===== config.mk =====
export PLATFORM = sky130hd
export DESIGN_NAME = diff_decode_flat
export DESIGN_NICKNAME = d
export VERILOG_FILES = /design/src/rtl/diff_decode_if.sv /design/src/rtl/diff_decode.sv /design/src/flat_wrapper.sv
export SDC_FILE = /design/constraint.sdc
export NUM_CORES = 1
export LEC_CHECK = 0
export BUFFER_PORTS_ARGS = -buffer_cell sky130_fd_sc_hd__buf_2
export CORE_AREA = 2 2 39 41
export CTS_CLUSTER_DIAMETER = 80
export DETAILED_ROUTE_END_ITERATION = 12
export DIE_AREA = 0 0 41 43
export PLACE_DENSITY = 0.73
export SKIP_CTS_REPAIR_TIMING = 1
export SLEW_MARGIN = 15
export SYNTH_ARGS = -nofsm -noshare
export SYNTH_HDL_FRONTEND = slang
export SYNTH_SLANG_ARGS = --single-unit

===== constraint.sdc =====
create_clock -name clk -period 4.9 [get_ports clk]
set_clock_uncertainty 0.2 [all_clocks]
set_input_delay 0 -clock clk [delete_from_list [all_inputs] [get_ports clk]]
set_output_delay 0 -clock clk [all_outputs]
set_load 0.005 [all_outputs]

===== src/rtl/diff_decode_if.sv =====
// Sample-stream bus between the MSK demodulator and the differential decoder.
// Carries the hard-decision input, resync control and the decoded bit strobe.
interface diff_decode_if #(
  parameter int SPS = 32
);
  localparam int CW = $clog2(SPS);

  logic          din;
  logic          resync_en;
  logic          dout;
  logic          dvalid;
  logic [CW-1:0] sym_phase;

  modport master (
    output din,
    output resync_en,
    input  dout,
    input  dvalid,
    input  sym_phase
  );

  modport slave (
    input  din,
    input  resync_en,
    output dout,
    output dvalid,
    output sym_phase
  );
endinterface


===== src/rtl/diff_decode.sv =====
// MSK receive differential decoder: transition-driven symbol timing,
// windowed majority vote per symbol, then dout = bit(n) ^ bit(n-1).
module diff_decode #(
  parameter int SPS    = 32,
  parameter int WIN_LO = 12,
  parameter int WIN_HI = 19,
  parameter int THRESH = 5
) (
  input  logic         clk,
  input  logic         rst,
  diff_decode_if.slave bus
);
  localparam int CW = $clog2(SPS);
  localparam int WL = WIN_HI - WIN_LO + 1;
  localparam int OW = $clog2(WL + 1);

  localparam logic [CW-1:0] LO   = CW'(WIN_LO);
  localparam logic [CW-1:0] HI   = CW'(WIN_HI);
  localparam logic [CW-1:0] LAST = CW'(SPS - 1);
  localparam logic [OW-1:0] TH   = OW'(THRESH);

  logic          d1_q, d2_q;
  logic [CW-1:0] cnt_q, cnt_d;
  logic [OW-1:0] ones_q, ones_d;
  logic          ref_q, ref_d;
  logic          dout_q, dout_d;
  logic          dvalid_q, dvalid_d;

  logic edge_w, load, in_win, decide, bit_w;

  assign edge_w = d1_q ^ d2_q;
  assign load   = bus.resync_en & edge_w;
  assign in_win = (cnt_q >= LO) && (cnt_q <= HI);
  // A resync load on the last phase drops that symbol
  assign decide = (cnt_q == LAST) && !load;
  assign bit_w  = (ones_q >= TH);

  always_comb begin
    cnt_d    = load ? CW'(1) : cnt_q + CW'(1);
    ones_d   = ones_q;
    ref_d    = ref_q;
    dout_d   = dout_q;
    dvalid_d = 1'b0;
    if (load || cnt_q == '0) begin
      ones_d = '0;
    end else if (in_win) begin
      ones_d = ones_q + OW'(d2_q);
    end
    if (decide) begin
      ref_d    = bit_w;
      dout_d   = bit_w ^ ref_q;
      dvalid_d = 1'b1;
    end
  end

  always_ff @(posedge clk or negedge rst) begin
    if (!rst) begin
      d1_q     <= 1'b0;
      d2_q     <= 1'b0;
      cnt_q    <= '0;
      ones_q   <= '0;
      ref_q    <= 1'b0;
      dout_q   <= 1'b0;
      dvalid_q <= 1'b0;
    end else begin
      d1_q     <= bus.din;
      d2_q     <= d1_q;
      cnt_q    <= cnt_d;
      ones_q   <= ones_d;
      ref_q    <= ref_d;
      dout_q   <= dout_d;
      dvalid_q <= dvalid_d;
    end
  end

  assign bus.dout      = dout_q;
  assign bus.dvalid    = dvalid_q;
  assign bus.sym_phase = cnt_q;
endmodule


===== src/flat_wrapper.sv =====
// flat-port wrapper written by rule: the top's interface ports become plain ports
module diff_decode_flat 
#(
  parameter int SPS    = 32,
  parameter int WIN_LO = 12,
  parameter int WIN_HI = 19,
  parameter int THRESH = 5
)
  (clk, rst, bus_din, bus_resync_en, bus_dout, bus_dvalid, bus_sym_phase);
  diff_decode_if #(.SPS(SPS)) bus_i ();
  input  logic clk;
  input  logic rst;
  input wire logic [$bits(bus_i.din)-1:0] bus_din;
  input wire logic [$bits(bus_i.resync_en)-1:0] bus_resync_en;
  output wire logic [$bits(bus_i.dout)-1:0] bus_dout;
  output wire logic [$bits(bus_i.dvalid)-1:0] bus_dvalid;
  output wire logic [$bits(bus_i.sym_phase)-1:0] bus_sym_phase;
  assign bus_i.din = bus_din;
  assign bus_i.resync_en = bus_resync_en;
  assign bus_dout = bus_i.dout;
  assign bus_dvalid = bus_i.dvalid;
  assign bus_sym_phase = bus_i.sym_phase;
  diff_decode #(.SPS(SPS), .WIN_LO(WIN_LO), .WIN_HI(WIN_HI), .THRESH(THRESH)) u_core (.clk(clk), .rst(rst), .bus(bus_i));
endmodule

# Word level (Yosys, flattened, before mapping)
# Cells that the tools add are included.
dict set report word_totals {
  ff_bits 14
  latch_bits 0
  ramBits 0
  mem_bits_ro 0
  input_bits 4
  output_inout_bits 7
  word_cells 26
  n_memories 0
}
dict set report op_classes {
  addsub 2
  multipliers 0
  div_mod_pow 0
  order_cmp 3
  n_eq_ne 1
  n_shift 0
  muxes 4
  bitwise_logic 3
  n_reduce_logical 6
}
# operator count
set op_table {}
lappend op_table {{4-bit 2-to-1 mux} 2}
lappend op_table {{5-bit by 1-bit adder with 5-bit output, second input constant} 1}
lappend op_table {{5-bit equality test, second input constant} 1}
lappend op_table {{5-bit by 4-bit greater-or-equal comparator with 1-bit output, second input constant} 1}
lappend op_table {{5-bit <= comparator, second input constant} 1}
lappend op_table {{5-bit zero test} 1}
lappend op_table {{5-bit 2-to-1 mux} 1}
lappend op_table {{4-bit by 1-bit adder with 4-bit output} 1}
lappend op_table {{4-bit by 3-bit greater-or-equal comparator with 1-bit output, second input constant} 1}
lappend op_table {{1-bit logical AND} 2}
lappend op_table {{2-bit nonzero test} 1}
lappend op_table {{1-bit bitwise XOR} 2}
lappend op_table {{1-bit bitwise AND} 1}
lappend op_table {{1-bit zero test} 1}
lappend op_table {{1-bit logical OR} 1}
lappend op_table {{1-bit 2-to-1 mux} 1}

# Depth between registers and ports, before layout
dict set report logic_depth {
  word_depth 5
  ltp_mapped 6
}

# Worst setup path after synthesis
# OpenSTA, ideal clock, no wires.
dict set report synth_path {
  path_type {register to register}
  start {reg u_core.cnt_q[0], in the netlist u_core.bus.sym_phase[0]}
  end {reg u_core.dout_q, in the netlist u_core.bus.dout}
  setup_time_ps 125
  arrival_ps 1443
  required_time_ps 4575
  setup_slack_ps 3132
  path_stages_with_launch 6
  path_buffers 0
  synth_period_minus_slack_ps 1768
  cell_sequence {dfrtp_1 > ha_1 > and3_2 > ha_1 > and2_1 > mux2_2}
}
dict set report synth_via {
  elab_chain_cells 2
}
# item line_no
set synth_rtl {}
lappend synth_rtl {{start: declaration} diff_decode.sv:23} ;# logic [CW-1:0] cnt_q, cnt_d;
lappend synth_rtl {{start signal: assignment} diff_decode.sv:68} ;# cnt_q <= cnt_d;
lappend synth_rtl {{5-bit equality test} diff_decode.sv:35} ;# assign decide = (cnt_q == LAST) && !load;
lappend synth_rtl {{1-bit logical AND} diff_decode.sv:35}
lappend synth_rtl {{named net u_core.decide} diff_decode.sv:29} ;# logic edge_w, load, in_win, decide, bit_w;
lappend synth_rtl {{end signal: assignment} diff_decode.sv:71} ;# dout_q <= dout_d;
lappend synth_rtl {{end: declaration} diff_decode.sv:26} ;# logic dout_q, dout_d;
# The timed path passes the listed nets, and every way through them passes these cells.
# A chain may end at the register's enable or synchronous reset.

# Final worst setup path
dict set report layout_path {
  start {reg u_core.cnt_q[0], in the netlist u_core.bus.sym_phase[0]}
  end {reg u_core.ones_q[2]}
}
dict set report layout_via {
  elab_chain_cells 3
  elab_cells_between_ends 7
  cone_classes {order compare (2); mux (1); reduce/logical (4)}
}
# item line_no
set layout_rtl {}
lappend layout_rtl {{5-bit by 4-bit greater-or-equal comparator with 1-bit output, or another cell as far along} diff_decode.sv:33} ;# assign in_win = (cnt_q >= LO) && (cnt_q <= HI);
lappend layout_rtl {{1-bit logical AND / 1-bit logical OR (equally long branches)} {diff_decode.sv:33, diff_decode.sv:44}}
lappend layout_rtl {{2-bit nonzero test (no line) / 4-bit 2-to-1 mux (equally long branches)} -}
lappend layout_rtl {{end signal: assignment} diff_decode.sv:69} ;# ones_q <= ones_d;
lappend layout_rtl {{end: declaration} diff_decode.sv:24} ;# logic [OW-1:0] ones_q, ones_d;
# Parallel ways exist; a longest one is shown, timed or not.

==> impl.org <==
** Setup path
- Critical path required time :: 4920 ps
- Critical Path End Type :: flip-flop
- For the worst setup path, the data arrival time is 1900 ps.
- The setup path with the least slack is of type flip-flop to flip-flop.
- CP startpoint kind :: flip-flop
- Of all nets on the critical path, the largest fanout is 6.

** Pwr
- Worst IR drop on VDD :: 0.199 mV
- Total power per unit cell area :: 378 nW/um2
- Int Power :: 0.203 mW
- The share of total power dissipated in combinational logic is 0.270.
- Power share of the sequential group :: 0.521
- In this run the static leakage power is 0.420 nW.
- Power spent charging and discharging nets :: 0.0985 mW
- Of the total power, the share spent switching nets is 0.326.
- Relative contribution of the clock network to total power :: 0.210

** Synthesis
- Cell area after technology mapping :: 666 um2
- Post-Synthesis Net Count :: 67
- After synthesis, the mean cell area works out to 11.5 um2.
- Of the synthesized area, sequential elements account for 0.526.
- Number of cells produced by synthesis :: 58
- Post-synthesis sequential element count :: 14
- Warnings from Yosys :: 0
- Counting distinct cell types in the post-synthesis netlist gives 24.

** Clock network
- Clock sink total :: 14
- The clock passes through at most 2 buffers.
- After clock tree synthesis, the clock-pin slew on the worst setup and hold paths is 80 ps.
- Clock tree synthesis inserted a total of 3 buffers.
- CTS tree :: yes
- H-tree depth reported by CTS :: 1
- Clock latency on the worst-skew pair, taken at its later pin, is 270 ps.
- Clk root buf :: sky130_fd_sc_hd__clkbuf_4

** STA
- Setup repair after global routing left no endpoint under its margin.
- # setup viols final :: 0
- Final worst path period share :: 0.384
- Time the worst path needs with I/O delays and setup :: 1880 ps
- Worst-margin pin slew :: 609 ps
- Final max-slew violation count :: 0
- Worst slew slack as a fraction of its limit :: 0.593
- The final number of hold-violating endpoints was 0.
- Maximum clock rate :: 0.531 GHz
- Total negative setup slack :: 0 ps

** Floorplan
- The core region is 1380 um2.
- In this run the count of I/O pins placed on the die edge is 11.
- The floorplan has 14 rows.
- Initial core utilization :: 0.481
- Die footprint :: 1760 um2
- The die is 41 um wide.
- Die height :: 43 um

** Routing
- Routed via count :: 466
- DRC violation count after routing :: 0
- Before antenna repair, the detailed router went through 4 iterations.
- Remaining antenna violation count after routing :: 0
- Violation count after the first detailed-routing iteration :: 7
- Post-DR vias/cell :: 5.12
- WL/cell :: 12.4 um
- Drt total wl :: 1130 um

** Status
- The run finished with clean final reports.

** Cells and area
- The net count of the finished layout is 86.
- Diode insertion count for antenna repair :: 0
- Relative area change from synthesis to final layout :: 19.9%
- Layout Utilization :: 0.577
- In the final layout, the share of cells above drive strength 1 is 0.213.

** Global routing
- The first global-routing pass estimated 1710 um of wire.
- For this run the aggregate overflow at the end of global routing stands at 0.
- The initial antenna violation count came to 0.
- GR Util All Layers :: 0.146
- Pin count of the biggest net entering global routing :: 15
- Via count of the first global-routing pass :: 403

** Place
- At the end of routability-driven placement, the weighted congestion stood at 0.670.
- Port buffering added 10 buffers.

** Worst hold path
- The min-delay analysis places its worst path in the category input pin to flip-flop.

** Run
- Across the run, the number of max-cap violations was 0.
## critical path: stages, from the launching register on
cell	delay (ps)
sky130_fd_sc_hd__dfrtp_1	420
sky130_fd_sc_hd__inv_1	60
sky130_fd_sc_hd__ha_1	190
sky130_fd_sc_hd__nor4b_1	160
sky130_fd_sc_hd__a21oi_1	250
sky130_fd_sc_hd__or4b_1	460
sky130_fd_sc_hd__nand2_1	80
## placed cells by master, fill, tap and decap left out
| master | instances |
|---|---|
| sky130_fd_sc_hd__nand3b_1 | 1 |
| sky130_fd_sc_hd__nand2_1 | 3 |
| sky130_fd_sc_hd__o21a_1 | 1 |
| sky130_fd_sc_hd__dfrtp_1 | 14 |
| sky130_fd_sc_hd__a21oi_1 | 3 |
| sky130_fd_sc_hd__xnor2_1 | 2 |
| sky130_fd_sc_hd__and3_2 | 1 |
| sky130_fd_sc_hd__or4b_1 | 1 |
| sky130_fd_sc_hd__nor4b_1 | 1 |
| sky130_fd_sc_hd__clkbuf_4 | 3 |
| sky130_fd_sc_hd__and2_1 | 4 |
| sky130_fd_sc_hd__dlygate4sd3_1 | 4 |
| sky130_fd_sc_hd__or3_1 | 1 |
| sky130_fd_sc_hd__mux2i_1 | 2 |
| sky130_fd_sc_hd__o21ai_0 | 1 |
| sky130_fd_sc_hd__a31oi_2 | 1 |
| sky130_fd_sc_hd__ha_1 | 5 |
| sky130_fd_sc_hd__xor2_1 | 2 |
| sky130_fd_sc_hd__and3b_1 | 1 |
| sky130_fd_sc_hd__mux2_2 | 1 |
| sky130_fd_sc_hd__nor2_1 | 4 |
| sky130_fd_sc_hd__nor3_1 | 2 |
| sky130_fd_sc_hd__nand3_1 | 2 |
| sky130_fd_sc_hd__a21boi_1 | 1 |
| sky130_fd_sc_hd__o211ai_1 | 1 |
| sky130_fd_sc_hd__buf_2 | 10 |
| sky130_fd_sc_hd__inv_1 | 3 |
## per-layer routing
metal | part of all wire | up-vias | global-route usage
met4 | 0.017 | 0 | 0.0800
met5 | 0 | - | 0
met3 | 0.035 | 2 | 0.0314
met1 | 0.47 | 217 | 0.187
met2 | 0.48 | 10 | 0.219
li1 | - | 237 | -
## synthesized netlist by cell type
library cell,n,share of area
sky130_fd_sc_hd__a21boi_1,1,0.011
sky130_fd_sc_hd__xnor2_1,2,0.026
sky130_fd_sc_hd__nand3_1,2,0.015
sky130_fd_sc_hd__dfrtp_1,14,0.53
sky130_fd_sc_hd__and3_2,1,0.011
sky130_fd_sc_hd__nor3_1,2,0.015
sky130_fd_sc_hd__ha_1,5,0.094
sky130_fd_sc_hd__xor2_1,2,0.026
sky130_fd_sc_hd__o21a_1,1,0.011
sky130_fd_sc_hd__or4b_1,1,0.015
sky130_fd_sc_hd__o21ai_0,1,0.0075
sky130_fd_sc_hd__nand2_1,3,0.017
sky130_fd_sc_hd__a31oi_2,1,0.019
sky130_fd_sc_hd__inv_1,3,0.017
sky130_fd_sc_hd__and2_1,4,0.038
sky130_fd_sc_hd__nand3b_1,1,0.011
sky130_fd_sc_hd__nor2_1,4,0.023
sky130_fd_sc_hd__mux2_2,1,0.017
sky130_fd_sc_hd__a21oi_1,3,0.023
sky130_fd_sc_hd__mux2i_1,2,0.030
sky130_fd_sc_hd__and3b_1,1,0.013
sky130_fd_sc_hd__or3_1,1,0.0094
sky130_fd_sc_hd__o211ai_1,1,0.011
sky130_fd_sc_hd__nor4b_1,1,0.013
## cell type report
type	instances	area (um2)
Fill cell	123	586
Sequential cell	14	350
Multi-Input combinational cell	41	304
Timing Repair Buffer	14	90.1
Clock buffer	3	22.5
Tap cell	16	20.0
Inverter	3	11.3
## state kept, by name (all words and copies together) (netlist names)
signal and count:
u_core.bus.dout 1, u_core.ones_q 4, u_core.d1_q 1, u_core.d2_q 1
u_core.bus.dvalid 1, u_core.ref_q 1, u_core.bus.sym_phase 5
## power groups by stage
stage,Combinational [mW],Sequential [mW],Clock (mW)
floorplan,0.0521,0.156,0
global placement,0.0783,0.158,0
detailed placement,0.0797,0.159,0
CTS,0.0804,0.157,0.0636
global route,0.0911,0.160,0.0698
finish,0.0814,0.157,0.0634
## per-stage QoR
step / instance area (um2) / hold slack [ps] / std cells / total power, mW / setup WS, ps
final: 798 / 169 / 91 / 0.302 / 3020
after global placement: 736 / -292 / 84 / 0.236 / 3090
after CTS: 758 / -588 / 87 / 0.301 / 3030
after global routing: 798 / 160 / 91 / 0.321 / 2950
after floorplan: 666 / -496 / 58 / 0.208 / 3130
after detailed placement: 736 / -292 / 84 / 0.239 / 3050
## logic make-up (layout without fill, tap and decap cells)
| family | after synthesis | in the layout | share of synthesized area |
|---|---|---|---|
| AOI/OAI and AO/OA | 8 | 8 | 0.0827 |
| xor gates and xnor gates | 4 | 4 | 0.0526 |
| adders and majority gates | 5 | 5 | 0.0940 |
| buffers and inverters | 3 | 20 | 0.0169 |
| DFF | 14 | 14 | 0.526 |
| muxes | 3 | 3 | 0.0470 |
| and+or+nand+nor | 21 | 21 | 0.180 |
## worst paths after layout
check	start	to	slack (ps)	cells past startpoint
min in group asynchronous	rst	u_core.ones_q[3]	590	3
worst min-delay path	bus_din	u_core.d1_q	170	2
worst max-delay path	u_core.bus.sym_phase[0]	u_core.ones_q[2]	3020	6
max in group asynchronous	rst	u_core.bus.sym_phase[2]	3520	3
worst min register to register	u_core.d1_q	u_core.d2_q	200	0
worst max register to register	u_core.bus.sym_phase[0]	u_core.ones_q[2]	3020	6
(Power assumes the default switching activity.)
